===== src/rtl/lcd_bcd_counter_drv.sv =====
// lcd_bcd_counter_drv
//   N-digit BCD up/down counter driving a static (direct-drive) LCD.
//   A single clock is used throughout. The count rate and the LCD common
//   frequency come from clock-enable prescalers, not from derived clocks.
//
// Ports
//   clk        rising-edge clock for all state
//   rst        synchronous active-high reset
//   en         count enable; when low, the count prescaler and counter hold
//   up         count direction (1 = increment), sampled on the tick cycle
//   load       synchronous parallel load; has priority over a tick
//   load_val   BCD load value, digit k in [4k+3:4k]; nibbles >9 load as 0
//   blank_lz   enables leading-zero blanking (digit 0 is never blanked)
//   bcd_out    current count, digit 0 least significant
//   carry      one-cycle pulse on wrap (99..9->0 up, 0->99..9 down)
//   lcdcom     LCD common drive, square wave with period 2*COM_DIV
//   lcdseg     segments of digit k in [7k+6:7k], XORed with lcdcom
module lcd_bcd_counter_drv #(
  parameter int DIGITS  = 3,
  parameter int CNT_DIV = 2048,
  parameter int COM_DIV = 32
) (
  input  logic                  clk,
  input  logic                  rst,
  input  logic                  en,
  input  logic                  up,
  input  logic                  load,
  input  logic [4*DIGITS-1:0]   load_val,
  input  logic                  blank_lz,
  output logic [4*DIGITS-1:0]   bcd_out,
  output logic                  carry,
  output logic                  lcdcom,
  output logic [7*DIGITS-1:0]   lcdseg
);

  localparam int PW = $clog2(CNT_DIV);
  localparam int CW = (COM_DIV > 1) ? $clog2(COM_DIV) : 1;
  localparam logic [PW-1:0] PRE_MAX  = PW'(CNT_DIV - 1);
  localparam logic [CW-1:0] CDIV_MAX = CW'(COM_DIV - 1);

  logic [4*DIGITS-1:0] bcd_q, bcd_d;
  logic                carry_q, carry_d;
  logic [PW-1:0]       pre_q, pre_d;
  logic [CW-1:0]       cdiv_q, cdiv_d;
  logic                lcdcom_q, lcdcom_d;

  logic                tick;
  logic                wrap;
  logic [4*DIGITS-1:0] step_val;
  logic [4*DIGITS-1:0] load_clean;

  function automatic logic [6:0] seg7(input logic [3:0] d);
    case (d)
      4'd0:    seg7 = 7'h3F;
      4'd1:    seg7 = 7'h06;
      4'd2:    seg7 = 7'h5B;
      4'd3:    seg7 = 7'h4F;
      4'd4:    seg7 = 7'h66;
      4'd5:    seg7 = 7'h6D;
      4'd6:    seg7 = 7'h7D;
      4'd7:    seg7 = 7'h07;
      4'd8:    seg7 = 7'h7F;
      4'd9:    seg7 = 7'h6F;
      default: seg7 = 7'h79;
    endcase
  endfunction

  // Ripple increment/decrement across digits. The carry/borrow out of the
  // top digit is the wrap indication.
  always_comb begin : p_step
    logic       c;
    logic [3:0] dig;
    c        = 1'b1;
    dig      = 4'd0;
    step_val = bcd_q;
    for (int k = 0; k < DIGITS; k++) begin
      dig = bcd_q[4*k +: 4];
      if (c) begin
        if (up) begin
          if (dig >= 4'd9) begin
            step_val[4*k +: 4] = 4'd0;
          end else begin
            step_val[4*k +: 4] = dig + 4'd1;
            c = 1'b0;
          end
        end else begin
          if (dig == 4'd0) begin
            step_val[4*k +: 4] = 4'd9;
          end else begin
            step_val[4*k +: 4] = dig - 4'd1;
            c = 1'b0;
          end
        end
      end
    end
    wrap = c;
  end

  // Non-BCD nibbles are stored as 0 so the counter never holds an illegal digit.
  always_comb begin
    load_clean = '0;
    for (int k = 0; k < DIGITS; k++) begin
      if (load_val[4*k +: 4] <= 4'd9) load_clean[4*k +: 4] = load_val[4*k +: 4];
    end
  end

  always_comb begin
    tick     = en & (pre_q == PRE_MAX);
    bcd_d    = bcd_q;
    pre_d    = pre_q;
    carry_d  = 1'b0;
    cdiv_d   = cdiv_q + CW'(1);
    lcdcom_d = lcdcom_q;

    if (cdiv_q == CDIV_MAX) begin
      cdiv_d   = '0;
      lcdcom_d = ~lcdcom_q;
    end

    // A tick coinciding with load is dropped.
    if (load) begin
      bcd_d = load_clean;
      pre_d = '0;
    end else if (tick) begin
      bcd_d   = step_val;
      pre_d   = '0;
      carry_d = wrap;
    end else if (en) begin
      pre_d = pre_q + PW'(1);
    end
  end

  always_ff @(posedge clk) begin
    if (rst) begin
      bcd_q    <= '0;
      carry_q  <= 1'b0;
      pre_q    <= '0;
      cdiv_q   <= '0;
      lcdcom_q <= 1'b0;
    end else begin
      bcd_q    <= bcd_d;
      carry_q  <= carry_d;
      pre_q    <= pre_d;
      cdiv_q   <= cdiv_d;
      lcdcom_q <= lcdcom_d;
    end
  end

  // Scan from the top digit down; a digit is blanked while everything at
  // and above it is zero.
  always_comb begin : p_seg
    logic       hi_zero;
    logic [6:0] seg;
    hi_zero = 1'b1;
    seg     = 7'h00;
    lcdseg  = '0;
    for (int k = DIGITS - 1; k >= 0; k--) begin
      hi_zero = hi_zero & (bcd_q[4*k +: 4] == 4'd0);
      if (blank_lz && (k > 0) && hi_zero) seg = 7'h00;
      else                                seg = seg7(bcd_q[4*k +: 4]);
      lcdseg[7*k +: 7] = seg ^ {7{lcdcom_q}};
    end
  end

  assign bcd_out = bcd_q;
  assign carry   = carry_q;
  assign lcdcom  = lcdcom_q;

endmodule


===== config.mk =====
export PLATFORM = sky130hd
export DESIGN_NAME = lcd_bcd_counter_drv
export DESIGN_NICKNAME = d
export VERILOG_FILES = /design/src/rtl/lcd_bcd_counter_drv.sv
export SDC_FILE = /design/constraint.sdc
export NUM_CORES = 1
export LEC_CHECK = 0
export CAP_MARGIN = 40
export CORE_ASPECT_RATIO = 1.4
export CORE_MARGIN = 5
export CORE_UTILIZATION = 59
export DETAILED_ROUTE_END_ITERATION = 8
export PLACE_DENSITY = 0.88
export SYNTH_ARGS = -nofsm -noshare
export SYNTH_HDL_FRONTEND = slang
export SYNTH_SLANG_ARGS = --single-unit

===== constraint.sdc =====
create_clock -name clk -period 7.3 [get_ports clk]
set_input_delay 0.73 -clock clk [delete_from_list [all_inputs] [get_ports clk]]
set_output_delay 0.73 -clock clk [all_outputs]
set_load 0.005 [all_outputs]

# == Word-level counts from Yosys, hierarchy flattened ==
# Memories as Yosys holds them, arrays and structs flattened. A register that Yosys moved wholly into a read port is not among the register bits.
# Index checks and enable logic that the tools add are counted.
# classes
add_sub_neg,8
magnitude_cmp,6
eq_ne,2
mux,34
bitwise_logic,8
reduce_logical,13
# ops
cell,n
4-bit 2-to-1 mux,20
12-bit 2-to-1 mux,2
7-bit bitwise XOR,3
7-bit 2-to-1 mux,2
4-bit by 1-bit adder with 4-bit output (second input constant),3
4-bit >= comparator (second input constant),3
4-bit <= comparator (second input constant),3
4-bit logical NOT,3
4-bit by 1-bit subtractor with 4-bit output (second input constant),3
11-bit by 1-bit adder with 11-bit output (second input constant),1
11-bit equality test (second input constant),1
1-bit 2-to-1 mux,10
2-bit nonzero test,3
5-bit by 1-bit adder with 5-bit output (second input constant),1
5-bit equality test (second input constant),1
2-bit AND reduction,2
4-bit OR reduction,1
1-bit NOT,3
3-bit OR reduction,1
1-bit bitwise AND,2
1-bit logical AND,2
2-bit OR reduction,1
# totals
register_bits,30
romBits,336
output_inout_bits,35
wordCells,81
n_memories,3
# memory_table
memory,depth,word_bits,read_ports,rd_clocked_by_memory_dff,wr,line_no,source
(no name shown),16,7,1,1,0,53,case (d)
(no name shown),16,7,1,1,0,53,
(no name shown),16,7,1,1,0,53,

# == Logic depth before layout (Yosys ltp) ==
# Gate-level depths: netlist (run 1).
# logic_depth
depth_word,9
ltp_mapped,13
depth_no_buf,12

# == Worst setup path after synthesis (run 1) ==
# Ideal clock, no wire load.
# synth_timing
path_kind,input -> register
startpoint,input up
endpoint,register with a tool-made name
arrival_ps,2807
required_time_ps,7230
setup_slack_ps,4423
cell_stages,10
n_path_buf,1
cell_sequence,buf_2 > or3b_4 > o22ai_4 > a311oi_1 > a31oi_1 > and2_1 > inv_1 > ha_1 > mux2_1 > o21ai_1
# synth_lines
element,line_no,source
from (decl),26,"input logic up,"

# == Worst setup path after layout (run 1) ==
# layout_timing
startpoint,register bcd_q[8] (netlist: bcd_out[8])
endpoint,output lcdseg[13]
# layout_via
elab_chain_len,5
# layout_lines
element,line_no,source
from (decl),41,"logic [4*DIGITS-1:0] bcd_q, bcd_d;"
from (signal assigned),135,bcd_q <= '0;
from (signal assigned),141,bcd_q <= bcd_d;
4-bit logical NOT,158,hi_zero = hi_zero & (bcd_q[4*k +: 4] == 4'd0);
1-bit bitwise AND,158,
1-bit logical AND,159,if (blank_lz && (k > 0) && hi_zero) seg = 7'h00;
7-bit 2-to-1 mux,159,
7-bit bitwise XOR,161,lcdseg[7*k +: 7] = seg ^ {7{lcdcom_q}};
to (decl),33,output logic [7*DIGITS-1:0] lcdseg
# No other way between the ends.

==> summary.md, run 1 <==
| Metric | Value |
|---|---|
| Status | `complete, no violations` |
| Synth Flop Type | `dfxtp_1` |
| Seq/Total Area, Yosys | `29.7%` |
| Unrepaired setup endpoints after global routing | `no` |
| Final nets | `482` |
| Slew Limit Fails | `0` |
| Die H | `100 microns` |
| Worst-Margin Slew | `875 ps` |
| Slack of the worst reg-to-reg path | `4260 ps` |
| Most common cell after layout, fill and taps aside | `clkdlybuf4s50_1` |
| Area share of the largest cell type after synthesis | `29.7%` |
| Final worst-path cycle share | `57.1%` |
| Number of flops mapped to enable cells by yosys | `0` |
| Gr ovfl total | `0` |
| GRT Util Overall | `22.5%` |
| Setup violations, final | `0` |
| Post-DP HPWL | `5930 microns` |
| Root buffer cell | `clkbuf_8` |
| Fmax | `240 MHz` |
| Hold Buf Count CTS | `0` |
| H-Tree Level Count | `2` |
| # Post-CTS Setup Buffers | `0` |
| P_int | `0.519 mW` |
| Pwr/cell area | `171 nW/um^2` |
| Reg-to-reg startpoint | `bcd_out[0]` |
| Area of the die | `7490 sq um` |
| Worst VDD drop | `0.117 mV` |
| Cells after DPL | `496` |
| # IOs | `53` |
| Static leakage | `1.65 nW` |
| Worst rel slew slack | `41.5%` |
| Mapped cell area | `3440 sq um` |
| Design Power | `0.709 mW` |
| Core area | `5780 sq um` |
| CP startpoint kind | `register` |
| Gate power share | `23.2%` |
| Synth Instances | `394` |
| Crit. Startpoint | `bcd_out[8]` |
| Diode count | `0` |
| Most frequent cells in the layout | `52 x clkdlybuf4s50_1, 51 x dfxtp_1, 33 x nand2_1, 30 x ha_1, 28 x nor2_1` |
| Vias in the first global route | `2947` |
| Initial Utilization | `59.6%` |
| Ys async rst share | `0%` |
| Port Buf Inserts | `52` |
| Setup CP Type | `reg2out` |
| Post-Synth XOR/XNOR Area | `8.65%` |
| Layout cells sized above 1 | `7.82%` |
| Row cnt | `33` |
| Pre-antenna DRT Iters | `4` |
| Switch share | `26.8%` |
| Initial antenna violation count | `0` |
| Yosys cell types | `78` |
| Syn_area_per_cell | `8.74 sq um` |
| Drt drc | `0` |
| Die width | `74.6 microns` |
| Sequential power share | `43.2%` |
| Arrival time worst endpoint | `3440 ps` |
| Fin cells | `505` |
| Simple-gate share of the synthesized area | `22.1%` |
| Hold Vio Cnt, Final | `0` |
| Layout area overhead | `20.1%` |
| Synth warnings | `0` |
| Hold slack | `452 ps` |
| Final Util | `71.5%` |
| Post-Syn Nets | `442` |
| Largest net degree at the start of global routing | `33` |
| Synth area leader | `dfxtp_1` |
| 1st-iter DRT viols | `192` |
| Final WL | `7860 microns` |
| DRT antenna net count | `0` |
| Post-synthesis adder-cell area fraction | `10.9%` |
| HP Class | `reg2reg` |
| Setup TNS | `0 ps` |
| Post-synthesis compound-gate area fraction | `19.5%` |
| Sw Pwr | `0.190 mW` |
| Largest family of logic cells by synthesized area | `simple AND/OR/NAND/NOR gates` |
| CTS tree | `built` |
| Max FO, Critical Path | `8` |
| First-pass GRT wire length | `13400 microns` |
| Worst Path Required | `6570 ps` |
| Crit path capture type | `output pin` |
| Final min period | `4170 ps` |
| Via count | `3025` |
| CTS Buf Count | `5` |
| Post-synthesis mux area share | `3.78%` |
| Clock latency on the worst-skew pair | `310 ps` |
| Gates resized, CTS repair | `0` |
| Flops & latches, synth | `51` |
| Placer's final routability congestion estimate | `0.869` |
| Post-DR wirelength/cell | `15.6 microns` |
| CTS max path bufs | `2` |
| Vias per cell | `5.99` |
| Clk sink count | `51` |
| Skew final | `5.78 ps` |
| Largest cells by area after synthesis | `dfxtp_1 30%, ha_1 11%, xnor2_1 5.1%` |
| Worst setup path end | `lcdseg[13]` |
| Clock Power Share | `33.6%` |
| Max-Cap Viols | `0` |
| Worst-path clk slew | `100 ps` |
| FF-to-FF path depth | `11` |
## stage by stage
step | instance area, sq um | setup slack (ps)
after floorplan | 3440 | 4420
after global placement | 3960 | 3370
after detailed placement | 3990 | 3230
after CTS | 4130 | 3180
after global routing | 4140 | 2870
final | 4140 | 3130
## cell families after synthesis
family                     Yosys count
DFF                                 51
muxes                               11
AOI/OAI and AO/OA                   86
adders and majority gates           30
xor gates and xnor gates            34
buffers and inverters               46
and+or+nand+nor                    136
## how the worst min path moves through the flow
| stage | depth (start not counted) | start | endpoint |
|---|---|---|---|
| 6_report | 1 | cdiv_q[0] | cdiv_q[0] |
| 5_1_grt | 1 | cdiv_q[0] | cdiv_q[0] |
| 4_1_cts | 1 | cdiv_q[0] | cdiv_q[0] |
| 3_5_place_dp | 1 | cdiv_q[0] | cdiv_q[0] |
| 3_3_place_gp | 1 | cdiv_q[0] | cdiv_q[0] |
| 2_1_floorplan | 1 | cdiv_q[0] | cdiv_q[0] |
## worst max-delay path, stage by stage, from the launching register on
cell and delay [ps]:
dfxtp_1 390, inv_1 140, ha_1 250, nor3b_1 460, nand2_1 320, or4b_1 730, nand2_1 150, xnor2_1 130
clkdlybuf4s50_1 550
## synthesized netlist by cell type (all sizes together) (3+ instances only)
| cell type | n |
|---|---|
| clkbuf | 14 |
| a211o | 3 |
| and4 | 3 |
| a311oi | 4 |
| o211ai | 4 |
| or3b | 5 |
| xor2 | 14 |
| mux2 | 6 |
| xnor2 | 20 |
| o21ai | 12 |
| nor3b | 5 |
| buf | 8 |
| inv | 24 |
| nor2b | 5 |
| a21oi | 15 |
| o31ai | 4 |
| o311ai | 3 |
| nor2 | 29 |
| o22ai | 3 |
| nor4 | 4 |
| nand4 | 6 |
| nor3 | 10 |
| and2 | 10 |
| nand2 | 34 |
| mux2i | 5 |
| and3 | 5 |
| nand2b | 4 |
| dfxtp | 51 |
| a211oi | 4 |
| ha | 30 |
| nand3 | 5 |
| a31oi | 8 |
## cell type report
type	count	area, sq um
Sequential cell	51	1020
Clock buffer	5	68.8
Timing Repair Buffer	55	563
Clock inverter	3	71.3
Multi-Input combinational cell	297	2230
Inverter	24	90.1
Tap cell	70	87.6
Fill cell	444	1650
## per-layer routing
metal,global-route usage (%),up-vias,share of wire [%]
li1,-,1477,-
met1,26.9,1402,39
met2,38.5,123,52
met3,3.61,23,5.8
met4,10.4,0,3.4
met5,0,-,0
## power groups by stage
| stage | logic [mW] | registers, mW | clock network (mW) |
|---|---|---|---|
| global route | 0.182 | 0.308 | 0.255 |
| finish | 0.164 | 0.306 | 0.238 |
| CTS | 0.165 | 0.306 | 0.242 |
| floorplan | 0.101 | 0.307 | 0 |
| global placement | 0.158 | 0.312 | 0 |
| detailed placement | 0.164 | 0.312 | 0 |
Power figures use the tool's default switching activity.
==> inputs of run 2 (changes only) <==
--- a/config.mk
+++ b/config.mk
@@ -8,9 +8,9 @@
 export CAP_MARGIN = 40
 export CORE_ASPECT_RATIO = 1.4
 export CORE_MARGIN = 5
-export CORE_UTILIZATION = 59
+export CORE_UTILIZATION = 55
 export DETAILED_ROUTE_END_ITERATION = 8
-export PLACE_DENSITY = 0.88
+export PLACE_DENSITY = 0.83
 export SYNTH_ARGS = -nofsm -noshare
 export SYNTH_HDL_FRONTEND = slang
 export SYNTH_SLANG_ARGS = --single-unit
==> constraint.sdc (replaced) <==
create_clock -name clk -period 4 [get_ports clk]
set_input_delay 0.4 -clock clk [delete_from_list [all_inputs] [get_ports clk]]
set_output_delay 0.4 -clock clk [all_outputs]
set_load 0.005 [all_outputs]
==> summary.md, run 2 (same netlist as run 1, synthesis figures left out) <==
| Metric | Value |
|---|---|
| Status | `complete, no violations` |
| Pwr/cell area | `300 nW/um^2` |
| Reg-to-reg startpoint | `bcd_out[0]` |
| HP Class | `reg2reg` |
| Vias in the first global route | `2937` |
| Slew Limit Fails | `0` |
| Hold Startpoint | `cdiv_q[0]` |
| Worst rel slew slack | `46.6%` |
| Crit. Startpoint | `bcd_out[8]` |
| Cells after DPL | `503` |
| Initial Utilization | `55.8%` |
| GRT Util Overall | `20.4%` |
| Worst VDD drop | `0.180 mV` |
| # Post-CTS Setup Buffers | `0` |
| Diode count | `0` |
| Initial antenna violation count | `0` |
| Most common cell after layout, fill and taps aside | `clkdlybuf4s50_1` |
| Post-DR wirelength/cell | `15.8 microns` |
| Layout cells sized above 1 | `8.88%` |
| Setup violations, final | `0` |
| Final WL | `8070 microns` |
| Setup CP Type | `reg2out` |
| First-pass GRT wire length | `13700 microns` |
| Worst-path clk slew | `100 ps` |
| Final worst-path cycle share | `90.0%` |
| Drt drc | `0` |
| Most frequent cells in the layout | `52 x clkdlybuf4s50_1, 51 x dfxtp_1, 33 x nand2_1, 30 x ha_1, 28 x nor2_1` |
| H-Tree Level Count | `2` |
| Static leakage | `1.66 nW` |
| Gr ovfl total | `0` |
| 1st-iter DRT viols | `187` |
| Unrepaired setup endpoints after global routing | `no` |
| Placer's final routability congestion estimate | `0.899` |
| CP startpoint kind | `register` |
| Design Power | `1.25 mW` |
| Vias per cell | `5.86` |
| Arrival time worst endpoint | `3200 ps` |
| Hold Buf Count CTS | `0` |
| DRT antenna net count | `0` |
| Setup TNS | `0 ps` |
| Crit path capture type | `output pin` |
| Layout area overhead | `20.6%` |
| # IOs | `53` |
| Area of the die | `7970 sq um` |
| Max FO, Critical Path | `8` |
| Worst-Margin Slew | `799 ps` |
| Core area | `6170 sq um` |
| Die H | `104 microns` |
| Port Buf Inserts | `52` |
| Final min period | `3600 ps` |
| Post-DP HPWL | `6200 microns` |
| Fmax | `278 MHz` |
| Slack of the worst reg-to-reg path | `830 ps` |
| Skew final | `4.56 ps` |
| Largest net degree at the start of global routing | `21` |
| Die width | `76.9 microns` |
| Via count | `2992` |
| Root buffer cell | `clkbuf_8` |
| CTS max path bufs | `2` |
| Worst Path Required | `3600 ps` |
| Row cnt | `34` |
| Final nets | `486` |
| Max-Cap Viols | `0` |
| Hold Vio Cnt, Final | `0` |
| Pre-antenna DRT Iters | `4` |
| Fin cells | `511` |
| Clk sink count | `51` |
| CTS tree | `built` |
| Clock latency on the worst-skew pair | `310 ps` |
| CTS Buf Count | `5` |
-- run 2: changes by cell type in the layout (fill, tap and decap cells not counted), sizes merged --
cell,delta
buf,+5
bufinv,-1
-- run 2: repair_timing --
item,4_1_cts,5_1_grt
endpoints found under the setup margin,0,4
gates resized for setup,0,1
hold endpoints to repair,0,0
-- run 2: critical path, cell delays in order (launching register included) --
cell and delay, ps:
dfxtp_1 390, inv_1 140, ha_1 270, nor3b_2 300, nand2_1 250, or4b_1 700
nand2_1 140, xnor2_1 140, clkdlybuf4s50_1 550
-- run 2: area by class of cell --
type                            count  area [sq um]
Timing Repair Buffer               59           593
Sequential cell                    51          1020
Tap cell                           72          90.1
Fill cell                         503          2010
Clock inverter                      2          38.8
Clock buffer                        6          82.6
Multi-Input combinational cell    297          2240
Inverter                           24          90.1
-- run 2: routing by layer --
metal / GRT usage, % / share of wire, % / vias up
met5: 0 / 0 / -
met1: 21.0 / 37 / 1416
met3: 3.65 / 5.1 / 20
li1: - / - / 1480
met4: 8.75 / 2.4 / 0
met2: 39.0 / 55 / 76
-- run 2: worst paths after layout --
path,to,depth (start not counted)
hold / removal,cdiv_q[0],1
setup reg to reg,register,11
hold reg to reg,cdiv_q[0],1
setup / recovery,lcdseg[9],8
-- run 2: stage by stage --
stage | worst slack [ps] | hold slack (ps) | util (%) | cell area (sq um)
after detailed placement | 585 | 444 | 65.3 | 4030
after floorplan | 1320 | 419 | - | 3440
final | 401 | 452 | 67.3 | 4150
after CTS | 204 | 458 | 67.3 | 4150
after global routing | 175 | 487 | 67.3 | 4150
after global placement | 638 | 433 | 64.8 | 4000
-- run 2: where the power goes --
group	internal [mW]	leakage, nW	switching, mW
logic	0.160	1.18	0.143
registers	0.536	0.418	0.0228
clock network	0.206	0.0618	0.180
